$ cat src/rtl/vga_timing_pkg.sv
// Shared timing defaults and helpers for the VGA raster generator.
// Defaults describe 640x480@60 with negative sync pulses.
package vga_timing_pkg;

    localparam int DEF_H_ACTIVE = 640;
    localparam int DEF_H_FP     = 16;
    localparam int DEF_H_SYNC   = 96;
    localparam int DEF_H_BP     = 48;
    localparam int DEF_V_ACTIVE = 480;
    localparam int DEF_V_FP     = 10;
    localparam int DEF_V_SYNC   = 2;
    localparam int DEF_V_BP     = 33;
    localparam int DEF_CW       = 10;

    function automatic int axisTotal(input int active, input int fp, input int sync, input int bp);
        return active + fp + sync + bp;
    endfunction

    function automatic int widthFor(input int n);
        return $clog2(n);
    endfunction

    localparam int DEF_H_TOTAL = axisTotal(DEF_H_ACTIVE, DEF_H_FP, DEF_H_SYNC, DEF_H_BP);
    localparam int DEF_V_TOTAL = axisTotal(DEF_V_ACTIVE, DEF_V_FP, DEF_V_SYNC, DEF_V_BP);

endpackage

$ cat src/rtl/vga_axis_counter.sv
// One raster axis: a wrapping counter plus combinational sync/active/wrap decode.
// Used once for pixels within a line and once for lines within a frame.
module vga_axis_counter
    import vga_timing_pkg::*;
#(
    parameter int ACTIVE = DEF_H_ACTIVE,
    parameter int FP     = DEF_H_FP,
    parameter int SYNC   = DEF_H_SYNC,
    parameter int BP     = DEF_H_BP,
    parameter bit POL    = 1'b0,
    parameter int CW     = DEF_CW
) (
    input  logic          i_CLK,
    input  logic          i_RST,
    input  logic          i_tick,
    output logic [CW-1:0] count,
    output logic          sync,
    output logic          active,
    output logic          wrap
);

    localparam int TOTAL = axisTotal(ACTIVE, FP, SYNC, BP);
    localparam logic [CW-1:0] LAST       = CW'(TOTAL - 1);
    localparam logic [CW-1:0] ACT_END    = CW'(ACTIVE);
    localparam logic [CW-1:0] SYNC_FIRST = CW'(ACTIVE + FP);
    localparam logic [CW-1:0] SYNC_LAST  = CW'(ACTIVE + FP + SYNC - 1);

    if (ACTIVE < 1 || FP < 1 || SYNC < 1 || BP < 1 || CW < widthFor(TOTAL)) begin : g_param_check
        $error("vga_axis_counter: zero-width interval or counter too narrow for TOTAL");
    end

    logic [CW-1:0] count_q, count_d;

    always_comb begin
        count_d = count_q;
        if (i_tick) begin
            count_d = (count_q == LAST) ? '0 : count_q + CW'(1);
        end
    end

    always_ff @(posedge i_CLK or posedge i_RST) begin
        if (i_RST) begin
            count_q <= '0;
        end else begin
            count_q <= count_d;
        end
    end

    assign count  = count_q;
    assign wrap   = (count_q == LAST);
    assign active = (count_q < ACT_END);
    assign sync   = ((count_q >= SYNC_FIRST) && (count_q <= SYNC_LAST)) ? POL : ~POL;

endmodule

$ cat src/rtl/vga_timing_gen.sv
// Parametrised VGA timing generator: two axis counters feeding one rank of
// output registers, so position, sync, active and strobes all change together.
module vga_timing_gen
    import vga_timing_pkg::*;
#(
    parameter int H_ACTIVE   = DEF_H_ACTIVE,
    parameter int H_FP       = DEF_H_FP,
    parameter int H_SYNC     = DEF_H_SYNC,
    parameter int H_BP       = DEF_H_BP,
    parameter int V_ACTIVE   = DEF_V_ACTIVE,
    parameter int V_FP       = DEF_V_FP,
    parameter int V_SYNC     = DEF_V_SYNC,
    parameter int V_BP       = DEF_V_BP,
    parameter bit H_SYNC_POL = 1'b0,
    parameter bit V_SYNC_POL = 1'b0,
    parameter int CW         = DEF_CW
) (
    input  logic          i_CLK,
    input  logic          i_RST,
    input  logic          i_CE,
    output logic          o_HSync,
    output logic          o_VSync,
    output logic          o_active,
    output logic [CW-1:0] o_x_pos,
    output logic [CW-1:0] o_y_pos,
    output logic          o_line_start,
    output logic          o_frame_start,
    output logic          o_vblank_start
);

    localparam logic [CW-1:0] V_BLANK_LINE = CW'(V_ACTIVE);

    logic [CW-1:0] hCount, vCount;
    logic          hSync, vSync, hActive, vActive, hWrap, vWrapUnused;

    vga_axis_counter #(
        .ACTIVE(H_ACTIVE), .FP(H_FP), .SYNC(H_SYNC), .BP(H_BP), .POL(H_SYNC_POL), .CW(CW)
    ) u_h (
        .i_CLK(i_CLK), .i_RST(i_RST), .i_tick(i_CE),
        .count(hCount), .sync(hSync), .active(hActive), .wrap(hWrap)
    );

    vga_axis_counter #(
        .ACTIVE(V_ACTIVE), .FP(V_FP), .SYNC(V_SYNC), .BP(V_BP), .POL(V_SYNC_POL), .CW(CW)
    ) u_v (
        .i_CLK(i_CLK), .i_RST(i_RST), .i_tick(i_CE && hWrap),
        .count(vCount), .sync(vSync), .active(vActive), .wrap(vWrapUnused)
    );

    logic [CW-1:0] xPos_q, xPos_d, yPos_q, yPos_d;
    logic          hSync_q, hSync_d, vSync_q, vSync_d, active_q, active_d;
    logic          lineStart_q, lineStart_d, frameStart_q, frameStart_d;
    logic          vblankStart_q, vblankStart_d;

    // Levels capture the counters only on pixel advances; strobes default low
    // so they last one clock regardless of i_CE.
    always_comb begin
        xPos_d        = xPos_q;
        yPos_d        = yPos_q;
        hSync_d       = hSync_q;
        vSync_d       = vSync_q;
        active_d      = active_q;
        lineStart_d   = 1'b0;
        frameStart_d  = 1'b0;
        vblankStart_d = 1'b0;
        if (i_CE) begin
            xPos_d        = hCount;
            yPos_d        = vCount;
            hSync_d       = hSync;
            vSync_d       = vSync;
            active_d      = hActive && vActive;
            lineStart_d   = (hCount == '0);
            frameStart_d  = (hCount == '0) && (vCount == '0);
            vblankStart_d = (hCount == '0) && (vCount == V_BLANK_LINE);
        end
    end

    always_ff @(posedge i_CLK or posedge i_RST) begin
        if (i_RST) begin
            xPos_q        <= '0;
            yPos_q        <= '0;
            hSync_q       <= ~H_SYNC_POL;
            vSync_q       <= ~V_SYNC_POL;
            active_q      <= 1'b0;
            lineStart_q   <= 1'b0;
            frameStart_q  <= 1'b0;
            vblankStart_q <= 1'b0;
        end else begin
            xPos_q        <= xPos_d;
            yPos_q        <= yPos_d;
            hSync_q       <= hSync_d;
            vSync_q       <= vSync_d;
            active_q      <= active_d;
            lineStart_q   <= lineStart_d;
            frameStart_q  <= frameStart_d;
            vblankStart_q <= vblankStart_d;
        end
    end

    assign o_x_pos        = xPos_q;
    assign o_y_pos        = yPos_q;
    assign o_HSync        = hSync_q;
    assign o_VSync        = vSync_q;
    assign o_active       = active_q;
    assign o_line_start   = lineStart_q;
    assign o_frame_start  = frameStart_q;
    assign o_vblank_start = vblankStart_q;

endmodule
$ cat config.mk
export PLATFORM = sky130hd
export DESIGN_NAME = vga_timing_gen
export DESIGN_NICKNAME = d
export VERILOG_FILES = /design/src/rtl/vga_timing_pkg.sv /design/src/rtl/vga_axis_counter.sv /design/src/rtl/vga_timing_gen.sv
export SDC_FILE = /design/constraint.sdc
export NUM_CORES = 1
export LEC_CHECK = 0
export CELL_PAD_IN_SITES_DETAIL_PLACEMENT = 0
export CELL_PAD_IN_SITES_GLOBAL_PLACEMENT = 1
export CORE_MARGIN = 5
export CORE_UTILIZATION = 48
export CTS_BUF_LIST = sky130_fd_sc_hd__clkbuf_2 sky130_fd_sc_hd__clkbuf_4 sky130_fd_sc_hd__clkbuf_8
export DETAILED_ROUTE_END_ITERATION = 10
export PLACE_DENSITY = 0.95
export SLEW_MARGIN = 5
export SYNTH_ARGS = -nofsm -noshare
export SYNTH_HDL_FRONTEND = slang
export SYNTH_SLANG_ARGS = --single-unit
$ cat constraint.sdc
create_clock -name i_CLK -period 3.6 [get_ports i_CLK]
set_input_delay 0.72 -clock i_CLK [delete_from_list [all_inputs] [get_ports i_CLK]]
set_output_delay 0.72 -clock i_CLK [all_outputs]
set_load 0.05 [all_outputs]
Word-level counts from Yosys, hierarchy flattened
Cells that the tools add are included.

operators by class
  muxes and demuxes = 7
  reduce and logical (&&, ||, !) cells = 8
  $lt $le $gt $ge = 6
  add/subtract/negate cells = 2
  equal/unequal tests = 3

operators by type and width
  cell                                                                                   number
  10-bit by 1-bit adder with 10-bit output (second input constant)                       2
  10-bit equality test (second input constant)                                           2
  10-bit logical NOT                                                                     2
  10-bit 2-to-1 mux                                                                      2
  10-bit by 9-bit equality test with 1-bit output (second input constant)                1
  10-bit greater-or-equal comparator (second input constant)                             1
  10-bit by 9-bit greater-or-equal comparator with 1-bit output (second input constant)  1
  10-bit less-or-equal comparator (second input constant)                                1
  10-bit by 9-bit less-or-equal comparator with 1-bit output (second input constant)     1
  10-bit less-than comparator (second input constant)                                    1
  10-bit by 9-bit less-than comparator with 1-bit output (second input constant)         1
  1-bit logical AND                                                                      6
  1-bit 2-to-1 mux                                                                       5

word-level totals
  logic and storage cells = 36
  bits in registers = 46
  input bits = 3

Depth between registers and ports, before layout
Gate-level depths: netlist of run 1.

  word-level depth = 3
  mapped depth = 7

Hierarchy
From an unflattened synthesis of run 1, not the netlist that was laid out.

second synthesis, totals
  cells, all modules = 190
  area total of the unflattened synthesis = 2254.7 um^2

by module, submodules not included
  module                  cells each  instances  area each (um^2)  sequential area each (um^2)
  vga_timing_gen          68          1          1051.0            653.1
  vga_axis_counter (u_h)  63          1          606.8             250.2
  vga_axis_counter (u_v)  59          1          596.8             250.2

Worst setup path after synthesis of run 1
No wires, ideal clock.

  path type = input -> register
  start point = in i_CE
  end point = reg u_v.count_q[4], in the netlist u_v.count[4]
  arrival = 2206 ps
  data required time = 3534 ps
  stages on the path = 6
  path buffers = 2
  library setup time = 66 ps
  slack = 1328 ps
  cell sequence = clkbuf_1 -> nand4_1 -> or4_4 -> buf_6 -> or4b_1 -> nand2_1

between the ends
  word-level cells in the longest chain between the ends = 1

ends and longest elaborated chain
  element                 RTL line                source
  start: declaration      vga_timing_gen.sv:20    input logic i_CE,
  1-bit logical AND       vga_timing_gen.sv:46    .i_CLK(i_CLK), .i_RST(i_RST), .i_tick(i_CE && hWrap),
  end signal: assignment  vga_axis_counter.sv:45  count_q <= count_d;
  end: declaration        vga_axis_counter.sv:32  logic [CW-1:0] count_q, count_d;

Every way passes these cells.
A chain may end at the register's enable or synchronous reset.

Final worst setup path of run 1
  start point = in i_CE
  end point = reg u_v.count_q[9], in the netlist u_v.count[9]

Same word-level chain as after synthesis.

==> metrics.csv, run 1 <==
stage,metric,value,unit
critical_path,r2r-end,u_v.count[9],
critical_path,worstPathArrival,2.59,ns
global_route,number_of_global_route_vias_before_repair,1395,
layout,design_area,2530,sq um
critical_path,r2r_setup_slack,1.45,ns
layout,layout.filler_cells,389,
yosys,yosysWarnings,0,
sta,timing.max_slew.rel_slack,31.6,%
global_route,globalRouteMet2Util,21.7,%
power,pwr-share-clk,26.9,%
sta,timing.final.crit_share,65.9,%
yosys,synth_fp_nets,193,
run_status,outcome,"complete, no violations",
route,vias_per_inst,5.41,
floorplan,chipHeight,76.3,um
cts,ctsHoldBuffers,0,
yosys,synth_enable_flop_cells,0,
floorplan,coreArea,4320,sq um
yosys,post_synth_inst_count,186,
floorplan,die_w,76.3,um
global_route,grt_util_met1,20.8,%
yosys,synth_cell_types,37,
min_path,min_path_type,register to register,
critical_path,ws_path_type,input pin to register,
layout,antenna-diode-count,0,
route,route.detailed.drc,0,
yosys,ys_async_sr_fraction,100,%
place,place_hpwl,2.75,mm
sta,timing.final.hold_violations,0,
place,placement.io_buffers,28,
route,detail_route.wirelength,3.89,mm
floorplan,boundaryPins,29,
layout,post-route-util,58.6,%
global_route,global_route.peak_usage_layer,met2,
critical_path,timing.critical_path.from,i_CE,
route,drt_pre_antenna_iters,4,
sta,fmax,0.422,GHz
global_route,grt_pass1_wl,6.97,mm
cts,cts-htree-levels,2,
critical_path,critical_path_maximum_fanout,11,
critical_path,r2r_start,u_h.count[0],
power,comb_power_share,24.9,%
power,power.ir.vdd_worst,0.413,mV
power,intPower,0.954,mW
sta,fin_tns_setup,0,ns
global_route,globalRouteTotalUtil,14.4,%
sta,final-max-slew-violation-count,0,
sta,final.setup_skew,0.00758,ns
critical_path,cp.required,3.81,ns
yosys,synth_most_common_cell,sky130_fd_sc_hd__dfrtp_1,
global_route,grt_max_degree,33,
sta,fin_crit,2.37,ns
route,ant_nets,0,
route,wl_per_instance,14.8,um
cts,worst_skew_pair_later_pin_latency,0.29,ns
floorplan,initial_utilization,48.8,%
critical_path,worst_setup_path_end_kind,register,
critical_path,worstRegToRegCells,5,
run,number_of_max_cap_violations,0,
yosys,synth.area.top_cells,"sky130_fd_sc_hd__dfrtp_1 (52%), sky130_fd_sc_hd__mux2_2 (11%), sky130_fd_sc_hd__nand3_1 (2.6%), sky130_fd_sc_hd__dfstp_2 (2.5%), sky130_fd_sc_hd__xnor2_1 (2.5%)",
global_route,initial_antenna_violation_count,0,
yosys,postSynth.topFlopCell,sky130_fd_sc_hd__dfrtp_1,
floorplan,fp-row-count,24,
critical_path,critPathCapture,u_v.count[9],
sta,setup_viol,0,
yosys,syn_area,2110,sq um
cts,cts_buffers,5,
sta,worstMarginPinSlew,1.02,ns
route,drtIter0Drc,85,
floorplan,design.die.area,5830,sq um
yosys,synth-seq-cells,46,
power,power_switching,0.474,mW
layout,final_layout_size_suffix_gt1_share,17.5,%
global_route,gr-usage-met3,2.48,%
yosys,post_synth_most_frequent_cells,"sky130_fd_sc_hd__dfrtp_1 (44), sky130_fd_sc_hd__mux2_2 (21), sky130_fd_sc_hd__nand2_1 (13)",
power,seq_power_share,48.2,%
cts,clkTransAtPathRegs,0.08,ns
cts,cts_buffer_depth,2,
place,detailedPlace.worstSlack,0.923,ns
yosys,synth_top_area_cell,sky130_fd_sc_hd__dfrtp_1,
layout,nets,218,
yosys,yosys.area.top_type_share,52.1,%
cts,post_cts_resize_count,0,
global_route,globalRoute.totalOverflow,0,
sta,post-route-worst-setup-slack,1.23,ns
layout,area_delta_synth_final,19.9,%
power,switching_share,33.2,%
sta,rsz0062_at_grt,no,
cts,clkSinkCount,46,
place,postPlaceCellArea,2420,sq um
cts,cts_setup_buffers,0,
yosys,seq_area_frac_synth,54.6,%
place,place_congestion,0.798,
route,vias,1424,
sta,holdWs,0.499,ns
cts,cts_root_buffer,sky130_fd_sc_hd__clkbuf_8,
power,powerDensity,564,nW/um^2
yosys,synth_area_per_cell,11.4,sq um
power,leakagePower,1.13,nW
critical_path,startpoint_type,input pin,
cts,cts_tree,yes,
-- registers in the layout (all words and copies together), names as in the netlist --
| name | count |
|---|---|
| o_x_pos | 10 |
| o_VSync | 1 |
| u_v.count | 10 |
| o_line_start | 1 |
| o_active | 1 |
| o_y_pos | 10 |
| u_h.count | 10 |
| o_HSync | 1 |
| o_frame_start | 1 |
| o_vblank_start | 1 |
-- how the worst min path moves through the flow --
| stage | start | endpoint | slack, ns | depth (start not counted) |
|---|---|---|---|---|
| 3_3_place_gp | o_VSync | o_VSync | 0.48 | 2 |
| 2_1_floorplan | u_v.count[8] | o_frame_start | 0.48 | 1 |
| 6_report | o_VSync | o_VSync | 0.50 | 2 |
| 3_5_place_dp | o_VSync | o_VSync | 0.48 | 2 |
| 4_1_cts | o_VSync | o_VSync | 0.50 | 2 |
| 5_1_grt | o_VSync | o_VSync | 0.51 | 2 |
-- power by group through the flow --
stage,clock network (mW),registers (mW),logic (mW)
6_report,0.384,0.688,0.356
5_1_grt,0.422,0.702,0.382
4_1_cts,0.392,0.687,0.361
3_5_place_dp,0,0.696,0.360
3_3_place_gp,0,0.692,0.353
2_1_floorplan,0,0.752,0.199
-- worst max-delay path, stage by stage --
cell and delay (ns):
sky130_fd_sc_hd__clkdlybuf4s50_1 0.47, sky130_fd_sc_hd__nand4_1 0.18, sky130_fd_sc_hd__or4_4 0.54, sky130_fd_sc_hd__or4_1 0.52
sky130_fd_sc_hd__a21oi_1 0.15
-- area by class of cell --
type	count	area (sq um)	share of cell area, %
Sequential cell	46	1150	45.6
Multi-Input combinational cell	119	868	34.3
Timing Repair Buffer	31	303	12.0
Clock buffer	6	82.6	3.26
Tap cell	52	65.1	2.57
Clock inverter	1	30.0	1.19
Inverter	8	30.0	1.19
-- per-stage QoR --
stage	cells	total power [mW]
final	263	1.43
after detailed placement	256	1.06
after CTS	263	1.44
after global routing	263	1.51
after global placement	256	1.04
after floorplan	186	0.952
-- cells by family after synthesis --
family / share of synthesized area (%)
fa+ha+maj: 2.37
flops: 54.6
buf+inv: 4.27
xor+xnor: 4.15
mux: 11.7
simple gates: 18.4
compound gates: 4.50
-- metal layers --
layer,vias to the layer above,part of all wire [%]
met5,-,0
met4,0,1.2
met3,4,3.0
met2,25,46
met1,692,49
li1,703,-
-- cell usage in the layout, fill, tap and decap left out, types with 2 or more instances in the layout --
cell,n
sky130_fd_sc_hd__mux2_2,21
sky130_fd_sc_hd__ha_1,4
sky130_fd_sc_hd__nor2_1,11
sky130_fd_sc_hd__buf_4,3
sky130_fd_sc_hd__or4_1,2
sky130_fd_sc_hd__nand3_1,11
sky130_fd_sc_hd__nor4_1,4
sky130_fd_sc_hd__xnor2_1,6
sky130_fd_sc_hd__dfrtp_1,44
sky130_fd_sc_hd__o31ai_1,2
sky130_fd_sc_hd__o21ai_0,7
sky130_fd_sc_hd__a21oi_1,4
sky130_fd_sc_hd__and3_1,3
sky130_fd_sc_hd__or3_1,4
sky130_fd_sc_hd__nand4_1,6
sky130_fd_sc_hd__clkbuf_8,6
sky130_fd_sc_hd__clkdlybuf4s50_1,28
sky130_fd_sc_hd__nor3_1,3
sky130_fd_sc_hd__xor2_1,4
sky130_fd_sc_hd__inv_1,7
sky130_fd_sc_hd__dfstp_2,2
sky130_fd_sc_hd__nand2_1,13
Note: power is estimated with default switching activity, not from simulation.
==> run 2: changes to the inputs <==
--- a/config.mk
+++ b/config.mk
@@ -8,10 +8,10 @@
 export CELL_PAD_IN_SITES_DETAIL_PLACEMENT = 0
 export CELL_PAD_IN_SITES_GLOBAL_PLACEMENT = 1
 export CORE_MARGIN = 5
-export CORE_UTILIZATION = 48
+export CORE_UTILIZATION = 40
 export CTS_BUF_LIST = sky130_fd_sc_hd__clkbuf_2 sky130_fd_sc_hd__clkbuf_4 sky130_fd_sc_hd__clkbuf_8
 export DETAILED_ROUTE_END_ITERATION = 10
-export PLACE_DENSITY = 0.95
+export PLACE_DENSITY = 0.89
 export SLEW_MARGIN = 5
 export SYNTH_ARGS = -nofsm -noshare
 export SYNTH_HDL_FRONTEND = slang
==> constraint.sdc (replaced) <==
create_clock -name i_CLK -period 2.06 [get_ports i_CLK]
set_input_delay 0.412 -clock i_CLK [delete_from_list [all_inputs] [get_ports i_CLK]]
set_output_delay 0.412 -clock i_CLK [all_outputs]
set_load 0.05 [all_outputs]
==> metrics.csv, run 2 (synthesized netlist as in run 1, its figures left out) <==
stage,metric,value,unit,change
cts,cts_tree,yes,,unchanged
global_route,grt_pass1_wl,7.20,mm,was 6.97 mm
critical_path,worstPathArrival,2.17,ns,was 2.59 ns
cts,worst_skew_pair_later_pin_latency,0.30,ns,was 0.29 ns
floorplan,design.die.area,6830,sq um,was 5830 sq um
sta,setup_viol,0,,unchanged
layout,antenna-diode-count,0,,unchanged
sta,fin_crit,1.94,ns,
cts,cts_setup_buffers,0,,unchanged
route,wl_met1,1.93,mm,was 1.92 mm
sta,worstMarginPinSlew,0.668,ns,was 1.02 ns
cts,cts-htree-levels,2,,unchanged
sta,final-max-slew-violation-count,0,,unchanged
floorplan,initial_utilization,41.4,%,was 48.8%
layout,area_delta_synth_final,25.1,%,was 19.9%
route,detailroute.wirelength.met2,1.89,mm,was 1.80 mm
critical_path,critical_path.cell_chain,ha_1 -> nand4_1 -> or4_4 -> or4_1 -> a21oi_1,,was clkdlybuf4s50_1 -> nand4_1 -> or4_4 -> or4_1 -> a21oi_1
cts,cts_root_buffer,sky130_fd_sc_hd__clkbuf_8,,unchanged
global_route,number_of_global_route_vias_before_repair,1498,,was 1395
layout,layout.cells.most_common,sky130_fd_sc_hd__dfrtp_1,,unchanged
critical_path,critical_path_maximum_fanout,5,,was 11
sta,timing.final.hold_violations,0,,unchanged
floorplan,coreArea,5110,sq um,was 4320 sq um
critical_path,r2r_setup_slack,0.12,ns,was 1.45 ns
route,drt_pre_antenna_iters,4,,unchanged
cts,cts_buffers,5,,unchanged
sta,fin_tns_setup,0,ns,unchanged
global_route,globalRoute.totalOverflow,0,,unchanged
global_route,grt_max_degree,33,,unchanged
cts,clkSinkCount,46,,unchanged
route,vias_per_inst,5.03,,was 5.41
place,place_hpwl,2.93,mm,was 2.75 mm
power,switching_share,34.2,%,was 33.2%
power,seq_power_share,44.2,%,was 48.2%
route,route.detailed.drc,0,,unchanged
layout,final_layout_size_suffix_gt1_share,23.6,%,was 17.5%
floorplan,die_w,82.7,um,was 76.3 um
layout,nets,231,,was 218
global_route,initial_antenna_violation_count,0,,unchanged
route,wl_per_instance,13.9,um,was 14.8 um
route,vias,1485,,was 1424
min_path,min_path_type,input pin to asynchronous set/reset pin,,was register to register
critical_path,r2r-end,u_v.count[9],,unchanged
critical_path,ws_path_type,register to register,,was input pin to register
cts,clkTransAtPathRegs,0.08,ns,about the same
layout,post-route-util,51.7,%,was 58.6%
place,postPlaceCellArea,2550,sq um,was 2420 sq um
critical_path,startpoint_type,register,,was input pin
sta,timing.max_slew.rel_slack,55.2,%,was 31.6%
layout,most_frequent_cells_in_the_layout,"sky130_fd_sc_hd__dfrtp_1 (44), sky130_fd_sc_hd__clkdlybuf4s50_1 (26), sky130_fd_sc_hd__mux2_2 (21), sky130_fd_sc_hd__buf_4 (17), sky130_fd_sc_hd__nand2_1 (13)",,"was sky130_fd_sc_hd__dfrtp_1 (44), sky130_fd_sc_hd__clkdlybuf4s50_1 (28), sky130_fd_sc_hd__mux2_2 (21), sky130_fd_sc_hd__nand2_1 (13)"
critical_path,timing.critical_path.from,u_h.count[1],,was i_CE
critical_path,r2r_start,u_h.count[1],,was u_h.count[0]
route,dr.max_layer_used,met4,,unchanged
route,drtIter0Drc,83,,was 85
layout,design_area,2640,sq um,was 2530 sq um
floorplan,boundaryPins,29,,unchanged
sta,final.setup_skew,0.00665,ns,was 0.00758 ns
route,ant_nets,0,,unchanged
critical_path,worst_setup_path_end_kind,register,,unchanged
critical_path,critPathCapture,u_v.count[9],,unchanged
critical_path,timing.critical_path.slowest_stage_cell,sky130_fd_sc_hd__or4_1,,was sky130_fd_sc_hd__or4_4
power,pwr-share-clk,23.1,%,was 26.9%
sta,fmax,0.515,GHz,
sta,rsz0062_at_grt,no,,unchanged
run,number_of_max_cap_violations,0,,unchanged
place,placement.io_buffers,28,,unchanged
power,leakagePower,1.19,nW,was 1.13 nW
cts,ctsHoldBuffers,0,,unchanged
critical_path,cp.required,2.29,ns,was 3.81 ns
power,power.ir.vdd_worst,0.561,mV,was 0.413 mV
sta,timing.final.crit_share,94.3,%,
critical_path,worst_path_largest_cell_delay,0.52,ns,was 0.54 ns
route,routed_met3_length,218,um,was 117 um
sta,holdWs,0.433,ns,was 0.499 ns
route,detail_route.wirelength,4.11,mm,was 3.89 mm
run_status,outcome,"complete, no violations",,unchanged
power,comb_power_share,32.7,%,was 24.9%
cts,cts_buffer_depth,2,,unchanged
power,intPower,1.63,mW,was 0.954 mW
power,power_switching,0.849,mW,was 0.474 mW
critical_path,worstRegToRegCells,5,,unchanged
global_route,globalRouteTotalUtil,13.9,%,was 14.4%
floorplan,chipHeight,82.7,um,was 76.3 um
cts,post_cts_resize_count,0,,unchanged
floorplan,fp-row-count,26,,was 24
power,powerDensity,939,nW/um^2,was 564 nW/um^2
place,place_congestion,0.813,,was 0.798
==> run 2: area by class of cell <==
cell class,count,area [sq um]
clock inverters,1,5.00
repair buffers,44,408
inverters,8,30.0
multi-input cells,119,868
fillers,462,2460
clock buffers,7,90.1
flip-flops and latches,46,1150
well taps,70,87.6
==> run 2: per-layer routing <==
metal / vias to the layer above / global-route usage (%)
li1: 726 / -
met1: 713 / 18.7
met2: 40 / 22.0
met3: 6 / 3.25
met4: 0 / 4.90
met5: - / 0
==> run 2: worst max-delay path: cells and delay by family, from the launching register on <==
family	cells	cell delay [ns]
adder cells (fa/ha/maj)	1	0.21
AND/OR/NAND/NOR	3	1.11
AO/OA/AOI/OAI	1	0.16
flip-flops	1	0.40
==> run 2: metrics by stage <==
step / setup slack [ns] / std cells / power (mW)
4_1_cts: 0.0933 / 295 / 2.51
6_report: 0.118 / 295 / 2.48
5_1_grt: 0.0341 / 295 / 2.62
3_3_place_gp: -0.125 / 287 / 1.92
2_1_floorplan: 0.0958 / 186 / 1.66
3_5_place_dp: -0.153 / 287 / 1.93
==> run 2: power groups by stage <==
stage / clock, mW / sequential [mW] / combinational, mW
floorplan: 0 / 1.32 / 0.348
global route: 0.624 / 1.11 / 0.880
global placement: 0 / 1.11 / 0.805
finish: 0.573 / 1.10 / 0.811
CTS: 0.591 / 1.10 / 0.819
detailed placement: 0 / 1.12 / 0.816
==> run 2: how the worst min path moves through the flow <==
| stage | end | slack (ns) | cells past startpoint |
|---|---|---|---|
| 3_3_place_gp | o_HSync | 0.48 | 2 |
| 4_1_cts | o_y_pos[4] | 0.45 | 2 |
| 5_1_grt | o_y_pos[4] | 0.48 | 2 |
| 6_report | o_line_start | 0.43 | 2 |
| 2_1_floorplan | o_frame_start | 0.48 | 1 |
| 3_5_place_dp | o_VSync | 0.48 | 2 |
==> edit 1 (flow settings as in run 2) <==
The output `o_line_start` loses its register stage (`lineStart_q` becomes a continuous assignment).
--- a/src/rtl/vga_timing_gen.sv
+++ b/src/rtl/vga_timing_gen.sv
@@ -82,7 +82,6 @@
             hSync_q       <= ~H_SYNC_POL;
             vSync_q       <= ~V_SYNC_POL;
             active_q      <= 1'b0;
-            lineStart_q   <= 1'b0;
             frameStart_q  <= 1'b0;
             vblankStart_q <= 1'b0;
         end else begin
@@ -91,11 +90,12 @@
             hSync_q       <= hSync_d;
             vSync_q       <= vSync_d;
             active_q      <= active_d;
-            lineStart_q   <= lineStart_d;
             frameStart_q  <= frameStart_d;
             vblankStart_q <= vblankStart_d;
         end
     end
+
+    assign lineStart_q = lineStart_d;
 
     assign o_x_pos        = xPos_q;
     assign o_y_pos        = yPos_q;
Check against the original RTL: not equivalent (Yosys sat finds a counterexample within 4 cycles, from zero or initial values and one cycle with i_RST high).
==> edit 1 against run 2 <==
Power up 0.66%; count of clock-buffer cells in the layout down 1; global-route usage about the same; sequential cell count down 1; design area up 2.1%; sequential power about the same; routed wire length up 4.2%; maximum frequency down 4.7%; register-to-register slack worse by 0.02 ns; hold slack better by 0.0062 ns; worst setup slack worse by 0.097 ns; area after synthesis down 1.2%; largest cell class unchanged; highest routed layer unchanged.
==> edit 1: results (changes against run 2) <==
<table>
<tr><th>Metric</th><th>Value</th></tr>
<tr><th colspan="2">Status</th></tr>
<tr><td>Outcome</td><td>finished, final reports clean</td></tr>
<tr><th colspan="2">Worst setup path</th></tr>
<tr><td>Path depth of the worst reg2reg path</td><td>4 (-1)</td></tr>
<tr><td>Crit. Startpoint</td><td>i_CE</td></tr>
<tr><td>Reg2Reg Launch Point</td><td>u_h.count[7]</td></tr>
<tr><td>WP data arrival</td><td>1.63 ns (-0.54 ns)</td></tr>
<tr><th colspan="2">Final layout</th></tr>
<tr><td>Share of cell area taken by multi-input logic gates</td><td>33.29% (+0.43 points)</td></tr>
<tr><td>Flip-flop and latch share of the layout cell area</td><td>41.86% (-1.8 points)</td></tr>
<tr><td>Clock buffer cells</td><td>6 (-1)</td></tr>
<tr><td>Final cell count without fillers</td><td>300 (+1.7%)</td></tr>
<tr><td>Final design area excluding fillers</td><td>0.002699 mm^2 (+2.1%)</td></tr>
<tr><td>Fraction of area in clock buffers and inverters</td><td>3.199% (-0.40 points)</td></tr>
<tr><th colspan="2">Pwr</th></tr>
<tr><td>Combinational share of power</td><td>34.5% (+1.8 points)</td></tr>
<tr><td>Peak supply drop</td><td>0.0007632 V (+36%)</td></tr>
<tr><td>Net Switching</td><td>0.0008915 W (+5.1%)</td></tr>
<tr><th colspan="2">Place</th></tr>
<tr><td>Hpwl dp</td><td>3062 um (+4.5%)</td></tr>
<tr><td>Area after DPL</td><td>0.002577 mm^2 (+1.2%)</td></tr>
<tr><th colspan="2">Route</th></tr>
<tr><td>Detailed route wirelength on metal3</td><td>237 um (+8.7%)</td></tr>
<tr><td>Pre-antenna DRT Iters</td><td>5 (+1)</td></tr>
<tr><th colspan="2">Synthesis</th></tr>
<tr><td>Mux cell area share after synthesis</td><td>11.81% (+0.14 points)</td></tr>
<tr><td>Number of nets produced by synthesis</td><td>192 (-0.52%)</td></tr>
<tr><td>Cells taking the most area after synthesis</td><td>sky130_fd_sc_hd__dfrtp_1 (52%), sky130_fd_sc_hd__mux2_2 (11%), sky130_fd_sc_hd__nand3_1 (2.6%)</td></tr>
<tr><td>Avg Cell Area, Syn</td><td>11.28 um^2 (-0.65%)</td></tr>
<tr><td>Post-Synth Adder-Cell Area</td><td>2.398% (+0.028 points)</td></tr>
<tr><th colspan="2">Global routing</th></tr>
<tr><td>Overall fraction of global-route tracks in use</td><td>13.92% (about the same)</td></tr>
<tr><td>Global routing met3 resource utilization</td><td>4.121% (+0.87 points)</td></tr>
<tr><th colspan="2">Clock tree</th></tr>
<tr><td>Number of gates resized after CTS</td><td>3 (+3)</td></tr>
</table>
edit 1: critical path, stage by stage:
cell                              delay [ns]
sky130_fd_sc_hd__clkdlybuf4s50_1        0.50
sky130_fd_sc_hd__buf_6                  0.17
sky130_fd_sc_hd__nand3b_1               0.15
sky130_fd_sc_hd__nor4_4                 0.22
sky130_fd_sc_hd__buf_12                 0.18
edit 1: worst min-delay path by stage:
stage	end	depth (start not counted)	slack, ns
CTS	o_x_pos[3]	3	0.45
detailed placement	o_VSync	2	0.48
global placement	o_VSync	2	0.48
finish	o_x_pos[3]	3	0.44
global route	o_x_pos[2]	3	0.46
floorplan	o_frame_start	1	0.48
edit 1: metrics by stage:
step / util [%] / total power (W)
2_1_floorplan: - / 0.001660
3_3_place_gp: 50.79 / 0.001956
3_5_place_dp: 50.79 / 0.001976
4_1_cts: 53.01 / 0.002519
5_1_grt: 53.18 / 0.002640
6_report: 53.18 / 0.002497
==> edit 2 (config.mk and constraints of run 2) <==
Made on the original files. Change the package constant `DEF_CW` from 10 to 12.
--- a/src/rtl/vga_timing_pkg.sv
+++ b/src/rtl/vga_timing_pkg.sv
@@ -10,7 +10,7 @@
     localparam int DEF_V_FP     = 10;
     localparam int DEF_V_SYNC   = 2;
     localparam int DEF_V_BP     = 33;
-    localparam int DEF_CW       = 10;
+    localparam int DEF_CW       = 12;
 
     function automatic int axisTotal(input int active, input int fp, input int sync, input int bp);
         return active + fp + sync + bp;
Ports: changed (resized o_x_pos and o_y_pos); port bits go from 29 to 33. No check against the original RTL was run, so the function may have changed too.
==> edit 2 against run 2 <==
Power fell by 1.7%; routed wire length increased by 22%; combinational power decreased by 27%; utilization decreased by 0.89 points; area after synthesis grew 15%; global-route usage rose by 0.56 points; clock power rose by 2%; register-to-register slack better by 0.05 ns; synthesized cell count up 12%; sequential cell count increased by 8; design area up 14%; worst setup slack improved by 0.038 ns; critical endpoint is now o_y_pos[10].
==> edit 2: results (changes against run 2) <==
<table>
<tr><th>Metric</th><th>Value</th></tr>
<tr><th colspan="2">Pwr</th></tr>
<tr><td>Combinational power</td><td>0.000590 W (-27%)</td></tr>
<tr><td>Fraction of power spent switching nets</td><td>33.02% (-1.2 points)</td></tr>
<tr><td>Peak supply drop</td><td>0.0007206 V (+28%)</td></tr>
<tr><th colspan="2">Synthesis</th></tr>
<tr><td>Most frequent cells after synthesis</td><td>sky130_fd_sc_hd__dfrtp_1 (52), sky130_fd_sc_hd__mux2_2 (25), sky130_fd_sc_hd__nand2_1 (13), sky130_fd_sc_hd__nor2_1 (13)</td></tr>
<tr><th colspan="2">Worst setup path</th></tr>
<tr><td>Library cell contributing the largest single delay on the critical path</td><td>sky130_fd_sc_hd__clkdlybuf4s50_1</td></tr>
<tr><td>R2R setup slack</td><td>0.17 ns (+0.05 ns)</td></tr>
<tr><td>WP data arrival</td><td>1.49 ns (-0.68 ns)</td></tr>
<tr><td>Crit. Startpoint</td><td>o_y_pos[10]</td></tr>
<tr><td>Path depth of the worst reg2reg path</td><td>4 (-1)</td></tr>
<tr><td>Critical path capture point</td><td>o_y_pos[10]</td></tr>
<tr><th colspan="2">Die</th></tr>
<tr><td>Floorplan core area</td><td>0.005921 mm^2 (+16%)</td></tr>
<tr><th colspan="2">Final layout</th></tr>
<tr><td>Buffers excl. clock</td><td>49 (+11%)</td></tr>
<tr><td>Fraction of area in clock buffers and inverters</td><td>2.785% (-0.81 points)</td></tr>
<tr><td>NonClk Buf Share</td><td>14.71% (-0.72 points)</td></tr>
<tr><td>Count of sequential standard cells</td><td>54 (+17%)</td></tr>
<tr><td>Share of cell area taken by multi-input logic gates</td><td>33.29% (+0.43 points)</td></tr>
<tr><td>Number of multi-input logic gates</td><td>136 (+14%)</td></tr>
<tr><th colspan="2">Route</th></tr>
<tr><td>Met1 wire length</td><td>2395 um (+24%)</td></tr>
<tr><td>Detailed route wirelength on metal3</td><td>225 um (+3.2%)</td></tr>
<tr><td>WL per Instance</td><td>15.18 um (+9.0%)</td></tr>
<tr><th colspan="2">STA</th></tr>
<tr><td>Relative slew margins</td><td>66.45% (+11 points)</td></tr>
<tr><td>Fin Clk Skew</td><td>0.01168 ns (+0.005028 ns)</td></tr>
<tr><th colspan="2">Place</th></tr>
<tr><td>Count of buffers from port buffering</td><td>32 (+14%)</td></tr>
<tr><td>Place WS</td><td>0.004567 ns (+0.1572 ns)</td></tr>
<tr><th colspan="2">Global routing</th></tr>
<tr><td>Maximum number of pins on one net before global-route repair</td><td>31 (-6.1%)</td></tr>
<tr><th colspan="2">Status</th></tr>
<tr><td>Outcome</td><td>finished, final reports clean</td></tr>
</table>
## edit 2: cell count changes in the layout (fill, tap and decap cells not counted), sizes merged, moves of 3 or more
cell | run 2 | this run
dfrtp | 44 | 52
nor3 | 3 | 10
clkdlybuf4s50 | 26 | 30
mux2 | 21 | 25
o21ai | 7 | 3
xnor2 | 6 | 10
a31oi | 0 | 3
## edit 2: worst min-delay path, stage by stage
cell and delay (ns):
sky130_fd_sc_hd__clkdlybuf4s50_1 0.42, sky130_fd_sc_hd__inv_2 0.06, sky130_fd_sc_hd__buf_4 0.29
## edit 2: logic make-up (layout without fill, tap and decap cells)
kind of cell    Yosys count  count (layout)  share of synthesized area, %
buf+inv                  18              65                         2.838
flops                    54              54                         55.83
simple gates             76              76                         17.91
compound gates           14              14                         3.509
mux                      27              27                         12.44
fa+ha+maj                 4               4                         2.064
xor+xnor                 15              15                         5.418
